==> config.mk <==
export PLATFORM = sky130hd
export DESIGN_NAME = if_else_segment_split_flat
export DESIGN_NICKNAME = d
export VERILOG_FILES = /design/src/rtl/segment_split_pkg.sv /design/src/rtl/if_else_segment_split_if.sv /design/src/rtl/segment_branch_fifo.sv /design/src/rtl/if_else_segment_split.sv /design/src/flat_wrapper.sv
export SDC_FILE = /design/constraint.sdc
export NUM_CORES = 1
export LEC_CHECK = 0
export BUFFER_PORTS_ARGS = -buffer_cell sky130_fd_sc_hd__buf_4
export CAP_MARGIN = 5
export CORE_MARGIN = 5
export CORE_UTILIZATION = 45
export CTS_CLUSTER_SIZE = 20
export DETAILED_ROUTE_END_ITERATION = 7
export SYNTH_ARGS = -nofsm -noshare
export SYNTH_HDL_FRONTEND = slang
export SYNTH_SLANG_ARGS = --single-unit
==> constraint.sdc <==
create_clock -name clk -period 2.9 [get_ports clk]
set_clock_uncertainty 0.15 [all_clocks]
set_input_delay 0.145 -clock clk [delete_from_list [all_inputs] [get_ports clk]]
set_output_delay 0.145 -clock clk [all_outputs]
set_load 0.005 [all_outputs]
==> src/rtl/segment_split_pkg.sv <==
// ----------------------------------------------------------------------------
// segment_split_pkg
// Shared definitions for the if/else segment splitter:
//   - state_e     : control FSM states (IDLE, RUN, FLUSH)
//   - SEG_DATA_W  : default segment word width
//   - SEG_DEPTH   : default per-branch FIFO depth
//   - SEG_CNT_W   : default statistics counter width
//   - clog2()     : pointer width helper for the branch FIFOs
// ----------------------------------------------------------------------------
package segment_split_pkg;

    localparam int unsigned SEG_DATA_W = 32;
    localparam int unsigned SEG_DEPTH  = 4;
    localparam int unsigned SEG_CNT_W  = 16;

    typedef enum logic [1:0] {
        IDLE  = 2'd0,
        RUN   = 2'd1,
        FLUSH = 2'd2
    } state_e;

    // Smallest n with 2**n >= value. Depth is >= 2, so the result is never 0.
    function automatic int unsigned clog2(input int unsigned value);
        int unsigned result;
        result = 0;
        while ((64'd1 << result) < 64'(value)) begin
            result = result + 1;
        end
        return result;
    endfunction

endpackage

==> src/rtl/if_else_segment_split_if.sv <==
// ----------------------------------------------------------------------------
// if_else_segment_split_if
// Bundles the combined segment input, both branch outputs and the statistics
// counters of the if/else segment splitter.
//   seg_valid/seg_ready/seg_data/seg_cond : combined input stream
//   if_valid/if_ready/if_data             : if-path output stream
//   else_valid/else_ready/else_data       : else-path output stream
//   if_count/else_count                   : words routed per branch
// Modports:
//   master : the environment (drives the input stream and branch readys)
//   slave  : the splitter itself
// ----------------------------------------------------------------------------
interface if_else_segment_split_if #(
    parameter int unsigned DATA_W = 32,
    parameter int unsigned CNT_W  = 16
);

    logic              seg_valid;
    logic              seg_ready;
    logic [DATA_W-1:0] seg_data;
    logic              seg_cond;

    logic              if_valid;
    logic              if_ready;
    logic [DATA_W-1:0] if_data;

    logic              else_valid;
    logic              else_ready;
    logic [DATA_W-1:0] else_data;

    logic [CNT_W-1:0]  if_count;
    logic [CNT_W-1:0]  else_count;

    modport master (
        output seg_valid, seg_data, seg_cond, if_ready, else_ready,
        input  seg_ready, if_valid, if_data, else_valid, else_data, if_count, else_count
    );

    modport slave (
        input  seg_valid, seg_data, seg_cond, if_ready, else_ready,
        output seg_ready, if_valid, if_data, else_valid, else_data, if_count, else_count
    );

endinterface

==> src/rtl/segment_branch_fifo.sv <==
// ----------------------------------------------------------------------------
// segment_branch_fifo
// DEPTH x DATA_W synchronous FIFO for one branch of the segment splitter.
// Ports:
//   i_clk, i_rst_n : clock, asynchronous active-low reset
//   i_clear        : discard all entries (wins over push/pop)
//   i_push         : write i_push_data (ignored when full)
//   i_push_data    : word to write
//   i_pop          : drop head entry (ignored when empty)
//   o_full         : occupancy == DEPTH
//   o_empty        : occupancy == 0
//   o_head         : head entry, valid while !o_empty
// No bypass: a pop from a full FIFO does not make room in the same cycle.
// ----------------------------------------------------------------------------
module segment_branch_fifo
    import segment_split_pkg::*;
#(
    parameter int unsigned DATA_W = SEG_DATA_W,
    parameter int unsigned DEPTH  = SEG_DEPTH
) (
    input  logic              i_clk,
    input  logic              i_rst_n,
    input  logic              i_clear,
    input  logic              i_push,
    input  logic [DATA_W-1:0] i_push_data,
    input  logic              i_pop,
    output logic              o_full,
    output logic              o_empty,
    output logic [DATA_W-1:0] o_head
);

    localparam int unsigned PTR_W = clog2(DEPTH);
    localparam int unsigned OCC_W = PTR_W + 1;

    localparam logic [OCC_W-1:0] OCC_FULL = OCC_W'(DEPTH);
    localparam logic [OCC_W-1:0] OCC_ONE  = OCC_W'(1);
    localparam logic [PTR_W-1:0] PTR_ONE  = PTR_W'(1);

    logic [DATA_W-1:0] r_mem [DEPTH];
    logic [PTR_W-1:0]  r_wr_ptr;
    logic [PTR_W-1:0]  r_rd_ptr;
    logic [OCC_W-1:0]  r_occ;

    logic w_push;
    logic w_pop;

    assign o_full  = (r_occ == OCC_FULL);
    assign o_empty = (r_occ == '0);
    assign o_head  = r_mem[r_rd_ptr];

    assign w_push = i_push && !o_full && !i_clear;
    assign w_pop  = i_pop && !o_empty && !i_clear;

    // Storage is reset so the head reads zero out of reset.
    always_ff @(posedge i_clk or negedge i_rst_n) begin
        if (!i_rst_n) begin
            for (int i = 0; i < int'(DEPTH); i++) begin
                r_mem[i] <= '0;
            end
        end else if (w_push) begin
            r_mem[r_wr_ptr] <= i_push_data;
        end
    end

    always_ff @(posedge i_clk or negedge i_rst_n) begin
        if (!i_rst_n) begin
            r_wr_ptr <= '0;
            r_rd_ptr <= '0;
            r_occ    <= '0;
        end else if (i_clear) begin
            r_wr_ptr <= '0;
            r_rd_ptr <= '0;
            r_occ    <= '0;
        end else begin
            if (w_push) begin
                r_wr_ptr <= r_wr_ptr + PTR_ONE;
            end
            if (w_pop) begin
                r_rd_ptr <= r_rd_ptr + PTR_ONE;
            end
            case ({w_push, w_pop})
                2'b10:   r_occ <= r_occ + OCC_ONE;
                2'b01:   r_occ <= r_occ - OCC_ONE;
                default: r_occ <= r_occ;
            endcase
        end
    end

endmodule

==> src/rtl/if_else_segment_split.sv <==
// ----------------------------------------------------------------------------
// if_else_segment_split
// Splits a combined segment stream into an if-path and an else-path queue,
// chosen per word by seg_cond. Each path has its own FIFO and handshake.
// Ports:
//   clk    : clock, rising edge
//   reset  : asynchronous active-low reset
//   enable : 1 = accept traffic; 0 = drain queued words, accept nothing
//   flush  : single-cycle pulse, discards all queued words
//   bus    : if_else_segment_split_if.slave (input stream, both branch
//            streams, if_count / else_count)
// Build option:
//   SPLIT_STATS_EN : when defined, if_count / else_count count accepted
//                    words per branch (saturating, cleared only by reset);
//                    otherwise both are tied to zero.
// ----------------------------------------------------------------------------
module if_else_segment_split
    import segment_split_pkg::*;
#(
    parameter int unsigned DATA_W = SEG_DATA_W,
    parameter int unsigned DEPTH  = SEG_DEPTH,
    parameter int unsigned CNT_W  = SEG_CNT_W
) (
    input logic                    clk,
    input logic                    reset,
    input logic                    enable,
    input logic                    flush,
    if_else_segment_split_if.slave bus
);

    state_e r_state;
    state_e w_state_next;

    logic              w_if_full;
    logic              w_if_empty;
    logic [DATA_W-1:0] w_if_head;
    logic              w_else_full;
    logic              w_else_empty;
    logic [DATA_W-1:0] w_else_head;

    logic w_target_full;
    logic w_seg_ready;
    logic w_accept;
    logic w_if_push;
    logic w_else_push;
    logic w_if_valid;
    logic w_else_valid;
    logic w_if_pop;
    logic w_else_pop;

    // ------------------------------------------------------------------
    // Control FSM
    // ------------------------------------------------------------------
    always_ff @(posedge clk or negedge reset) begin
        if (!reset) begin
            r_state <= IDLE;
        end else begin
            r_state <= w_state_next;
        end
    end

    always_comb begin
        w_state_next = r_state;
        if (flush) begin
            w_state_next = FLUSH;
        end else begin
            case (r_state)
                IDLE:    if (enable) w_state_next = RUN;
                RUN:     if (!enable) w_state_next = IDLE;
                FLUSH:   w_state_next = enable ? RUN : IDLE;
                default: w_state_next = IDLE;
            endcase
        end
    end

    // ------------------------------------------------------------------
    // Routing
    // ------------------------------------------------------------------
    // Ready is a function of the word's own branch, so it follows seg_cond
    // combinationally.
    assign w_target_full = bus.seg_cond ? w_if_full : w_else_full;
    assign w_seg_ready   = (r_state == RUN) && !w_target_full;

    // A word offered alongside flush is dropped rather than queued.
    assign w_accept    = bus.seg_valid && w_seg_ready && !flush;
    assign w_if_push   = w_accept && bus.seg_cond;
    assign w_else_push = w_accept && !bus.seg_cond;

    // Branch outputs drain in any state; the FIFOs are already empty in FLUSH.
    assign w_if_valid   = !w_if_empty && (r_state != FLUSH);
    assign w_else_valid = !w_else_empty && (r_state != FLUSH);

    assign w_if_pop   = w_if_valid && bus.if_ready && !flush;
    assign w_else_pop = w_else_valid && bus.else_ready && !flush;

    assign bus.seg_ready  = w_seg_ready;
    assign bus.if_valid   = w_if_valid;
    assign bus.if_data    = w_if_head;
    assign bus.else_valid = w_else_valid;
    assign bus.else_data  = w_else_head;

    // ------------------------------------------------------------------
    // Branch queues
    // ------------------------------------------------------------------
    segment_branch_fifo #(
        .DATA_W (DATA_W),
        .DEPTH  (DEPTH)
    ) u_if_fifo (
        .i_clk       (clk),
        .i_rst_n     (reset),
        .i_clear     (flush),
        .i_push      (w_if_push),
        .i_push_data (bus.seg_data),
        .i_pop       (w_if_pop),
        .o_full      (w_if_full),
        .o_empty     (w_if_empty),
        .o_head      (w_if_head)
    );

    segment_branch_fifo #(
        .DATA_W (DATA_W),
        .DEPTH  (DEPTH)
    ) u_else_fifo (
        .i_clk       (clk),
        .i_rst_n     (reset),
        .i_clear     (flush),
        .i_push      (w_else_push),
        .i_push_data (bus.seg_data),
        .i_pop       (w_else_pop),
        .o_full      (w_else_full),
        .o_empty     (w_else_empty),
        .o_head      (w_else_head)
    );

    // ------------------------------------------------------------------
    // Optional statistics
    // ------------------------------------------------------------------
`ifdef SPLIT_STATS_EN
    logic [CNT_W-1:0] r_if_count;
    logic [CNT_W-1:0] r_else_count;

    // Saturating counters; flush deliberately leaves them alone.
    always_ff @(posedge clk or negedge reset) begin
        if (!reset) begin
            r_if_count   <= '0;
            r_else_count <= '0;
        end else begin
            if (w_if_push && (r_if_count != {CNT_W{1'b1}})) begin
                r_if_count <= r_if_count + CNT_W'(1);
            end
            if (w_else_push && (r_else_count != {CNT_W{1'b1}})) begin
                r_else_count <= r_else_count + CNT_W'(1);
            end
        end
    end

    assign bus.if_count   = r_if_count;
    assign bus.else_count = r_else_count;
`else
    assign bus.if_count   = {CNT_W{1'b0}};
    assign bus.else_count = {CNT_W{1'b0}};
`endif

endmodule
==> src/flat_wrapper.sv <==
// flat-port wrapper written by rule: the top's interface ports become plain ports
module if_else_segment_split_flat import segment_split_pkg::*;
#(
    parameter int unsigned DATA_W = SEG_DATA_W,
    parameter int unsigned DEPTH  = SEG_DEPTH,
    parameter int unsigned CNT_W  = SEG_CNT_W
)
  (clk, reset, enable, flush, bus_seg_valid, bus_seg_data, bus_seg_cond, bus_if_ready, bus_else_ready, bus_seg_ready, bus_if_valid, bus_if_data, bus_else_valid, bus_else_data, bus_if_count, bus_else_count);
  if_else_segment_split_if #(.DATA_W(DATA_W), .CNT_W(CNT_W)) bus_i ();
  input logic clk;
  input logic reset;
  input logic enable;
  input logic flush;
  input wire logic [$bits(bus_i.seg_valid)-1:0] bus_seg_valid;
  input wire logic [$bits(bus_i.seg_data)-1:0] bus_seg_data;
  input wire logic [$bits(bus_i.seg_cond)-1:0] bus_seg_cond;
  input wire logic [$bits(bus_i.if_ready)-1:0] bus_if_ready;
  input wire logic [$bits(bus_i.else_ready)-1:0] bus_else_ready;
  output wire logic [$bits(bus_i.seg_ready)-1:0] bus_seg_ready;
  output wire logic [$bits(bus_i.if_valid)-1:0] bus_if_valid;
  output wire logic [$bits(bus_i.if_data)-1:0] bus_if_data;
  output wire logic [$bits(bus_i.else_valid)-1:0] bus_else_valid;
  output wire logic [$bits(bus_i.else_data)-1:0] bus_else_data;
  output wire logic [$bits(bus_i.if_count)-1:0] bus_if_count;
  output wire logic [$bits(bus_i.else_count)-1:0] bus_else_count;
  assign bus_i.seg_valid = bus_seg_valid;
  assign bus_i.seg_data = bus_seg_data;
  assign bus_i.seg_cond = bus_seg_cond;
  assign bus_i.if_ready = bus_if_ready;
  assign bus_i.else_ready = bus_else_ready;
  assign bus_seg_ready = bus_i.seg_ready;
  assign bus_if_valid = bus_i.if_valid;
  assign bus_if_data = bus_i.if_data;
  assign bus_else_valid = bus_i.else_valid;
  assign bus_else_data = bus_i.else_data;
  assign bus_if_count = bus_i.if_count;
  assign bus_else_count = bus_i.else_count;
  if_else_segment_split #(.DATA_W(DATA_W), .DEPTH(DEPTH), .CNT_W(CNT_W)) u_core (.clk(clk), .reset(reset), .enable(enable), .flush(flush), .bus(bus_i));
endmodule
==> impl_metrics.ini <==
[cts]
path_clk_slew_ns = 0.06
clk_latency_ns = 0.53
numCtsBuffers = 30
cts_root_buffer = clkbuf_16
cts_sinks = 272
cts_tree = yes
post-cts-setup-buffers = 0
htreeDepth = 1
cts_buffer_depth = 3

[sta]
drv_slew = 0
setup_viol_count_final = 0
fin_setup_tns_ns = 0
hold_viol_final = 0
fin_ws_ns = 0.230
period_minus_slack_ns = 2.67
worst_slew_pin_slew_ns = 0.916
rsz0062_at_grt = no
slew_headroom_pct = 38.9
max_freq_mhz = 375
finalCritPeriodShare_pct = 92.1

[global_routing]
grt_pass1_wl_mm = 45.6
antenna_found_initial = 1
grtUsageTotal_pct = 17.4
grt_overflow = 0
first_global_vias = 7847
grt_start_max_net_pins = 91

[die]
die_h_um = 179
io_pins = 139
core_region_area_um2 = 28500
dieWidth_um = 179
dieArea_um2 = 32200
rows = 62
start_util_pct = 45.3

[layout]
drive_above_1_share_pct = 54.4
layout_commonest_cell = dfrtp_1
synthToLayoutAreaGrowth_pct = 19.1
fin_area_um2 = 15400
final_cell_mix = 268 x dfrtp_1, 140 x mux2_2, 120 x mux2_4
nets = 967

[worst_setup_path]
slowest_stage = or3_1
worst-setup-path-type = reg -> reg
cp_max_fo = 5
arrival_ns = 2.93
cp_data_required_time_ns = 3.16
path_cells = or3_1 > and3_1 > nor3b_1 > fa_1 > inv_1 > a31oi_1 > mux2i_1 > mux2_2
endpoint_kind = register
worst_path_dominant_cell_family = simple AND/OR/NAND/NOR gates
cpPeakStageDelay_ns = 0.45
startpoint_type = register
critPathBufInv = 1

[pwr]
seqPwrFrac_pct = 45.9
p_sw_mw = 1.96
pwr-share-clk_pct = 42.1
power.internal_mw = 6.93
p_comb_share_pct = 12.0
switching_share_pct = 22.1
peakVddDrop_mv = 0.414
powerDensity_nw_per_um2 = 577
power_leakage_nw = 7.36

[placement]
hpwl_mm = 18.2
gp_congestion = 0.734
place_area_um2 = 14000
portBuffers = 106
pre_cts_ws_ns = 0.262

[logic_synthesis]
syn_avg_cell_area_um2 = 16.9
synth_top_cell_by_area = dfrtp_1
synth_top_area_share_pct = 52.7
synth_cell_types = 35
synth_cells = 765
synth_area_leaders = dfrtp_1 53%, mux2_4 14%, mux2_2 12%
synthesis.area_um2 = 12900
ys_ff_latch = 272
seq_area_frac_synth_pct = 52.7
yosys_warnings = 0

[detailed_routing]
postRouteWirelength_mm = 28.3
top_layer = met4
drc = 0
postRouteAntennaNets = 0
first_pass_iters = 4
via_per_inst = 5.30
drtIter0Drc = 337
wl_met1_mm = 12.5
dr_wl_met3_mm = 1.10
wire_per_inst_um = 21.4
met2WireLength_mm = 14.0
vias = 7012

[worst_hold_path]
hp-class = in -> async

[flow_run]
drv_cap = 0

[status]
status = finished, final reports clean
power by group through the flow:
stage          registers [mW]  logic, mW  clock network [mW]
3_5_place_dp             4.15       1.05                   0
6_report                 4.08       1.07                3.74
3_3_place_gp             4.13       1.02                   0
2_1_floorplan            4.11      0.529                   0
4_1_cts                  4.08       1.09                3.85
5_1_grt                  4.10       1.16                4.01
metrics by stage:
step                power, mW  cells  hold slack (ns)  utilization (%)
CTS                      9.03   1321           0.0810             53.9
finish                   8.89   1322           0.0574             53.9
floorplan                4.63    796           -0.301                -
detailed placement       5.19   1230           0.0667             49.1
global route             9.27   1322            0.123             53.9
global placement         5.15   1230           0.0455             49.1
cells by family after synthesis:
logic type / Yosys count / share of synthesized area, %
other: 1 / 0.0290
flip-flops: 272 / 52.7
buffers and inverters: 89 / 5.45
XOR/XNOR: 8 / 0.542
AND/OR/NAND/NOR: 49 / 2.19
multiplexers: 329 / 37.7
adder cells (fa/ha/maj): 10 / 1.08
AO/OA/AOI/OAI: 7 / 0.378
registers in the layout, indices dropped and copies added (netlist names):
| register | flops |
|---|---|
| u_core.u_else_fifo.r_mem | 128 |
| u_core.u_if_fifo.r_mem | 128 |
| u_core.u_else_fifo.r_occ | 3 |
| u_core.u_if_fifo.r_occ | 3 |
| u_core.r_state | 2 |
| u_core.u_else_fifo.r_rd_ptr | 2 |
| u_core.u_else_fifo.r_wr_ptr | 2 |
| u_core.u_if_fifo.r_rd_ptr | 2 |
| u_core.u_if_fifo.r_wr_ptr | 2 |
layer usage:
metal  global-route usage (%)  vias up
met4                     3.66        0
met5                        0        -
met1                     23.9     3784
met2                     29.5      156
met3                     2.75       40
li1                         -     3032
cell usage after synthesis:
master and n:
clkbuf_1 12, mux2i_1 5, xnor2_1 6, o311a_1 1, and3_1 2, and4_1 2, o311ai_0 1, and2b_1 1
mux2_2 140, nor2b_1 2, mux4_2 64, or3_1 3, fa_1 2, nor2_1 14, xor2_1 2, nand2_1 7
and2_1 6, ha_1 8, buf_1 1, conb_1 1, dfrtp_1 272, nand4_1 2, nor3b_4 1, a21oi_1 2
buf_4 32, mux2_4 120, a211oi_1 1, a31oi_1 2, inv_1 8, and4bb_1 1, nor3b_1 3, nand2b_1 5
buf_2 20, buf_6 4, buf_12 12
repair_timing:
| item | 4_1_cts | 5_1_grt |
|---|---|---|
| resized for setup | 0 | 0 |
| hold buffers | 39 | 0 |
| endpoints found under the hold margin | 359 | 0 |
final cells by class:
class | instances | area (µm²)
sequential | 272 | 6810
clock buffer | 48 | 910
tap | 384 | 480
timing repair buffer | 170 | 1540
antenna | 1 | 2.50
inverter | 8 | 30.0
multi-input combinational | 435 | 5550
fill | 2381 | 13200
clock inverter | 4 | 72.6
worst paths after layout:
kind	startpoint	end	slack, ns	depth (start not counted)
setup / recovery	u_core.u_else_fifo.r_occ[0]$_DFFE_PN0P_	u_core.u_else_fifo.r_occ[2]$_DFFE_PN0P_	0.23	8
hold / removal	reset	u_core.u_else_fifo.r_mem[8]$_DFFE_PN0P_	0.06	2
setup reg to reg	u_core.u_else_fifo.r_occ[0]$_DFFE_PN0P_	u_core.u_else_fifo.r_occ[2]$_DFFE_PN0P_	0.23	8
hold reg to reg	u_core.u_if_fifo.r_mem[26]$_DFFE_PN0P_	u_core.u_if_fifo.r_mem[26]$_DFFE_PN0P_	0.35	1
max in group asynchronous	reset	u_core.u_if_fifo.r_mem[26]$_DFFE_PN0P_	1.52	3
min in group clk	bus_seg_valid	u_core.u_if_fifo.r_wr_ptr[1]$_DFFE_PN0P_	0.25	5
Power figures use the tool's default switching activity.
